[config.mk]
export PLATFORM = sky130hd
export DESIGN_NAME = div_sequencer
export DESIGN_NICKNAME = d
export VERILOG_FILES = /design/src/rtl/div_sequencer.sv
export SDC_FILE = /design/constraint.sdc
export NUM_CORES = 1
export LEC_CHECK = 0
export BUFFER_PORTS_ARGS = -buffer_cell sky130_fd_sc_hd__clkbuf_2
export CAP_MARGIN = 0
export CORE_MARGIN = 8
export CORE_UTILIZATION = 30
export DETAILED_ROUTE_END_ITERATION = 12
export GPL_TIMING_DRIVEN = 0
export PLACE_DENSITY = 0.57
export SYNTH_ARGS = -nofsm -noshare
export SYNTH_HDL_FRONTEND = slang
export SYNTH_SLANG_ARGS = --single-unit
[constraint.sdc]
create_clock -name clk -period 3.7 [get_ports clk]
set_input_delay 0.185 -clock clk [delete_from_list [all_inputs] [get_ports clk]]
set_output_delay 0.185 -clock clk [all_outputs]
set_load 0.02 [all_outputs]
[src/rtl/div_sequencer.sv]
// Multi-cycle signed DIV sequencer: restoring division on operand magnitudes,
// sign fix-up, and ownership of the HI/LO registers read by MFHI/MFLO.
module div_sequencer #(
   parameter int WIDTH = 32
) (
   input  logic             clk,
   input  logic             rst,
   input  logic             start,
   input  logic [WIDTH-1:0] dividend,
   input  logic [WIDTH-1:0] divisor,
   input  logic             mf_req,
   output logic             busy,
   output logic             stall,
   output logic [WIDTH-1:0] hi,
   output logic [WIDTH-1:0] lo,
   output logic             done,
   output logic             div_by_zero,
   output logic [1:0]       state_dbg
);

   // Handshake: start is taken on any edge where busy=0; while busy=1 the
   // pipeline is held by stall so a pending start/mf_req waits, never drops.

   localparam int CW = (WIDTH > 1) ? $clog2(WIDTH) : 1;
   localparam logic [CW-1:0] LAST = CW'(WIDTH - 1);

   typedef enum logic [1:0] {IDLE = 2'd0, CALC = 2'd1, FIX = 2'd2} state_t;

   state_t           state_q, state_d;
   logic [CW-1:0]    cnt_q;
   logic [WIDTH-1:0] rem_q, quo_q, dvs_q, dvd_orig_q;
   logic             sign_q_q, sign_r_q, zero_q;

   logic [WIDTH-1:0] dvd_mag, dvs_mag;
   logic [WIDTH:0]   shifted, diff;
   logic             div_zero_in;

   assign dvd_mag     = dividend[WIDTH-1] ? -dividend : dividend;
   assign dvs_mag     = divisor[WIDTH-1]  ? -divisor  : divisor;
   assign div_zero_in = (divisor == '0);

   // One restoring step: bring in the next dividend bit, trial-subtract.
   assign shifted = {rem_q, quo_q[WIDTH-1]};
   assign diff    = shifted - {1'b0, dvs_q};

   always_ff @(posedge clk or negedge rst) begin
      if (!rst) state_q <= IDLE;
      else      state_q <= state_d;
   end

   always_comb begin
      state_d = state_q;
      case (state_q)
         IDLE:    if (start) state_d = div_zero_in ? FIX : CALC;
         CALC:    if (cnt_q == LAST) state_d = FIX;
         FIX:     state_d = IDLE;
         default: state_d = IDLE;
      endcase
   end

   always_comb begin
      busy      = (state_q != IDLE);
      stall     = busy & (mf_req | start);
      state_dbg = state_q;
   end

   always_ff @(posedge clk or negedge rst) begin
      if (!rst) begin
         cnt_q       <= '0;
         rem_q       <= '0;
         quo_q       <= '0;
         dvs_q       <= '0;
         dvd_orig_q  <= '0;
         sign_q_q    <= 1'b0;
         sign_r_q    <= 1'b0;
         zero_q      <= 1'b0;
         hi          <= '0;
         lo          <= '0;
         done        <= 1'b0;
         div_by_zero <= 1'b0;
      end else begin
         done <= (state_q == FIX);
         case (state_q)
            IDLE: begin
               if (start) begin
                  quo_q       <= dvd_mag;
                  dvs_q       <= dvs_mag;
                  rem_q       <= '0;
                  cnt_q       <= '0;
                  dvd_orig_q  <= dividend;
                  sign_q_q    <= dividend[WIDTH-1] ^ divisor[WIDTH-1];
                  sign_r_q    <= dividend[WIDTH-1];
                  zero_q      <= div_zero_in;
                  div_by_zero <= 1'b0;
               end
            end
            CALC: begin
               cnt_q <= cnt_q + 1'b1;
               if (!diff[WIDTH]) begin
                  rem_q <= diff[WIDTH-1:0];
                  quo_q <= {quo_q[WIDTH-2:0], 1'b1};
               end else begin
                  rem_q <= shifted[WIDTH-1:0];
                  quo_q <= {quo_q[WIDTH-2:0], 1'b0};
               end
            end
            FIX: begin
               if (zero_q) begin
                  hi          <= dvd_orig_q;
                  lo          <= '1;
                  div_by_zero <= 1'b1;
               end else begin
                  lo <= sign_q_q ? -quo_q : quo_q;
                  hi <= sign_r_q ? -rem_q : rem_q;
               end
            end
            default: ;
         endcase
      end
   end

endmodule

==> results.toml <==
[worst_setup_path]
regToRegEndpoint = "rem_q[25]"
cp-end-kind = "register"
arrival_ps = 3910
rrSetupSlack_ps = 240
r2r_cells = 13
timing.rr.start = "quo_q[31]"
required_ps = 4150
worstSetupPathType = "register to register"
slowest_delay_ps = 380
critPathSlowestCell = "fa_1"
crit_chain = "inv_1 -> ha_1 -> fa_1 -> nand2b_1 -> a211oi_4 -> o211ai_1 -> nand3_1 -> a31oi_2 -> xnor2_4 -> buf_4 -> clkbuf_2 -> o311ai_0 -> o211ai_1"
critPathMostFrequentCell = "o211ai_1"
start_kind = "register"
path_max_fanout = 10

[sta]
clock.fmax_mhz = 289.1
fin_skew_ps = 22.94
max_slew_margin_pct = 32.23
tightest_slew_ps = 1013
setup_tns_ps = 0
period_minus_slack_ps = 3459
final-hold-violation-count = 0
setup_viol = 0
timing.final.crit_share_pct = 93.48
drv_slew = 0
rsz0062_at_grt = "false"

[finish]
utilization_pct = 36.91
finish.instance_area_um2 = 15380
synthToLayoutAreaGrowth_pct = 22.26
fin_nets = 1805
drive_gt1_share_pct = 12.75
n_antenna_cell = 0

[synth]
netlist.area_leader.share_pct = 40.38
syn_area_per_cell_um2 = 8.505
synth_fa_ha_area_share_pct = 3.939
yosys_warnings = 0
synth.lib_cells_used.distinct = 70
post-synth-top-area-cell = "dfrtp_1"
synth_compound_area_share_pct = 20.93
syn_inst = 1479
synthMuxAreaShare_pct = 2.477
synth_edf_count = 0
ys_seq_elements = 203
syn-num-nets = 1586
synth_area_leaders = "dfrtp_1, o21ai_0, xor2_1"
synth_top_family_by_area = "compound AO/OA/AOI/OAI gates"
synthArstFlopShare_pct = 100.0
ys.flop_type = "dfrtp_1"
seq_area_frac_synth_pct = 40.38
syn-cell-area_um2 = 12580
synth-simple-area-share_pct = 17.96
synth_xor_area_share_pct = 10.09

[grt]
grt_max_degree = 115
grt_usage_pct = 16.47
grt_antenna_before_repair = 0
grt-ovfl-total = 0
grt_pass1_wl_um = 63680
grt_pass1_vias = 11330

[routing]
ant_nets = 0
drtPass1Iterations = 5
wl_um = 41200
wl_per_cell_um = 18.25
vias_per_cell = 5.132
drtIter0Drc = 782
drc = 0
routed-via-count = 11580

[clock_tree]
h-tree-depth = 1
cts_made_buffers = 27
clock_latency_ps = 550
clock_path_buffers = 3
cts_sinks = 203
root_buffer = "clkbuf_16"
clkTransAtPathRegs_ps = 60
cts_tree = "done"

[power]
ir_drop_mv = 0.4932
p_leak_nw = 6.866
p_total_mw = 14.76
powerDensity_nw_per_um2 = 959.4

[worst_hold_path]
holdCritStartpoint = "dividend[9]"
worstHoldPathCells = 3
min_to = "dvd_orig_q[9]"
min_path_type = "input port to register"

[floorplan]
core-area_um2 = 41670
initial_core_util_pct = 30.19
die_w_um = 220.8
dieHeight_um = 220.8
fp-row-count = 75
die_area_um2 = 48740
io_pins = 138

[run_status]
outcome = "finished clean"

[flow_run]
drv_cap = 0

[placement]
placed_area_um2 = 13980
routabilityCongestion = 0.8756
port_buffers = 137
hpwl_um = 32090
worst max path at each step:
| stage | start | slack (ps) | to |
|---|---|---|---|
| after floorplan | quo_q[31] | 640 | rem_q[10] |
| after global placement | rst | -1660 | lo[3] |
| after detailed placement | quo_q[31] | -520 | rem_q[25] |
| after CTS | quo_q[31] | 150 | rem_q[14] |
| after global routing | quo_q[31] | 20 | rem_q[27] |
| final | quo_q[31] | 240 | rem_q[25] |
synth_stat cells, types with 11 or more instances:
cell and count:
clkbuf_1 70, dfrtp_1 203, a21oi_1 81, mux2i_1 30, or3_1 18, a22oi_1 32
or4_1 14, nand3_1 24, nor3_1 15, o31ai_1 37, xor2_1 106, a21o_1 12
nand2b_1 13, buf_1 11, o21ai_0 186, nor2_1 97, ha_1 38, o41ai_1 16
nand2_1 246, inv_1 55, xnor2_1 37
metrics by stage:
| stage | hold slack, ps | setup slack [ps] | instances |
|---|---|---|---|
| floorplan | -110.6 | 639.7 | 1479 |
| global route | 10.04 | 18.97 | 2257 |
| CTS | 0.5870 | 146.0 | 2257 |
| detailed placement | 321.8 | -516.8 | 2156 |
| global placement | 454.8 | -1656 | 2155 |
| finish | 4.011 | 241.1 | 2257 |
power by group:
group	total, mW	internal, mW	switching [mW]	leakage [nW]
combinational	8.21	3.41	4.80	4.03
clock	2.45	1.43	1.02	0.402
sequential	4.10	3.10	0.995	2.44
sequential cells by signal, indices dropped and copies added (netlist names):
name,cells
quo_q,32
done,1
rem_q,32
state_dbg,2
cnt_q,5
div_by_zero,1
dvs_q,32
dvd_orig_q,32
zero_q,1
hi,32
lo,32
sign_q_q,1
cell usage in the layout, fill, tap and decap left out, types with 5 or more instances in the layout:
| cell | netlist | final |
|---|---|---|
| o41ai_1 | 16 | 16 |
| buf_1 | 11 | 11 |
| clkbuf_8 | 0 | 5 |
| nand4_1 | 10 | 10 |
| or4_1 | 14 | 14 |
| xor2_1 | 106 | 106 |
| a21oi_1 | 81 | 81 |
| inv_1 | 55 | 55 |
| ha_1 | 38 | 38 |
| xnor2_1 | 37 | 37 |
| nor4_1 | 6 | 6 |
| o31ai_1 | 37 | 37 |
| o21a_1 | 7 | 7 |
| and3_1 | 9 | 9 |
| clkbuf_16 | 0 | 27 |
| or2_2 | 9 | 9 |
| dfrtp_1 | 203 | 203 |
| nand2_1 | 246 | 246 |
| clkbuf_1 | 70 | 74 |
| o21ai_0 | 186 | 185 |
| a22oi_1 | 32 | 32 |
| clkbuf_2 | 0 | 137 |
| nor2b_1 | 5 | 5 |
| clkinv_2 | 0 | 6 |
| a211oi_1 | 6 | 5 |
| o211ai_1 | 6 | 6 |
| nand3b_1 | 5 | 5 |
| or4_4 | 6 | 6 |
| mux2i_1 | 30 | 30 |
| or3_1 | 18 | 18 |
| clkinvlp_4 | 0 | 6 |
| a31oi_1 | 9 | 8 |
| nand3_1 | 24 | 24 |
| dlygate4sd3_1 | 0 | 48 |
| a21o_1 | 12 | 12 |
| nand2b_1 | 13 | 13 |
| nor3_1 | 15 | 15 |
| nor2_1 | 97 | 97 |
area by class of cell:
class                           instances  area, um2
Clock inverter                         13      95.09
Clock buffer                           36      749.5
Inverter                               55      206.4
Multi-Input combinational cell       1137       6998
Timing Repair Buffer                  190       1245
Sequential cell                       203       5080
Fill cell                            4314      26290
Buffer                                 84      331.6
Tap cell                              539      674.4
worst max-delay path: cells and delay by family, from the launching register on:
kind / cells / cell delay, ps
flops: 1 / 320
compound gates: 5 / 1130
xor+xnor: 1 / 260
fa+ha+maj: 2 / 660
buf+inv: 3 / 540
simple gates: 2 / 450
timing repair:
item,in CTS,in global routing
hold buffers,48,0
pin swaps,1,0
buffers inserted,4,0
setup endpoints to repair,33,23
gates resized for setup,3,5
hold endpoints to repair,138,0
metal layers:
layer  vias to the layer above  track usage [%]  wire length (um)
met3                        69            1.955              1947
met5                         -                0                 0
met4                         0            4.958              1102
met2                       291            26.91             18820
li1                       5658                -                 -
met1                      5565            22.64             19330
cells by family (layout without fill, tap and decap cells):
logic type | count (synthesis) | in the layout
AND/OR/NAND/NOR | 492 | 492
AO/OA/AOI/OAI | 431 | 431
flip-flops | 203 | 203
XOR/XNOR | 144 | 144
buffers and inverters | 139 | 378
adder cells (fa/ha/maj) | 39 | 39
multiplexers | 31 | 31
No activity file was read; power rests on OpenSTA's default activity.
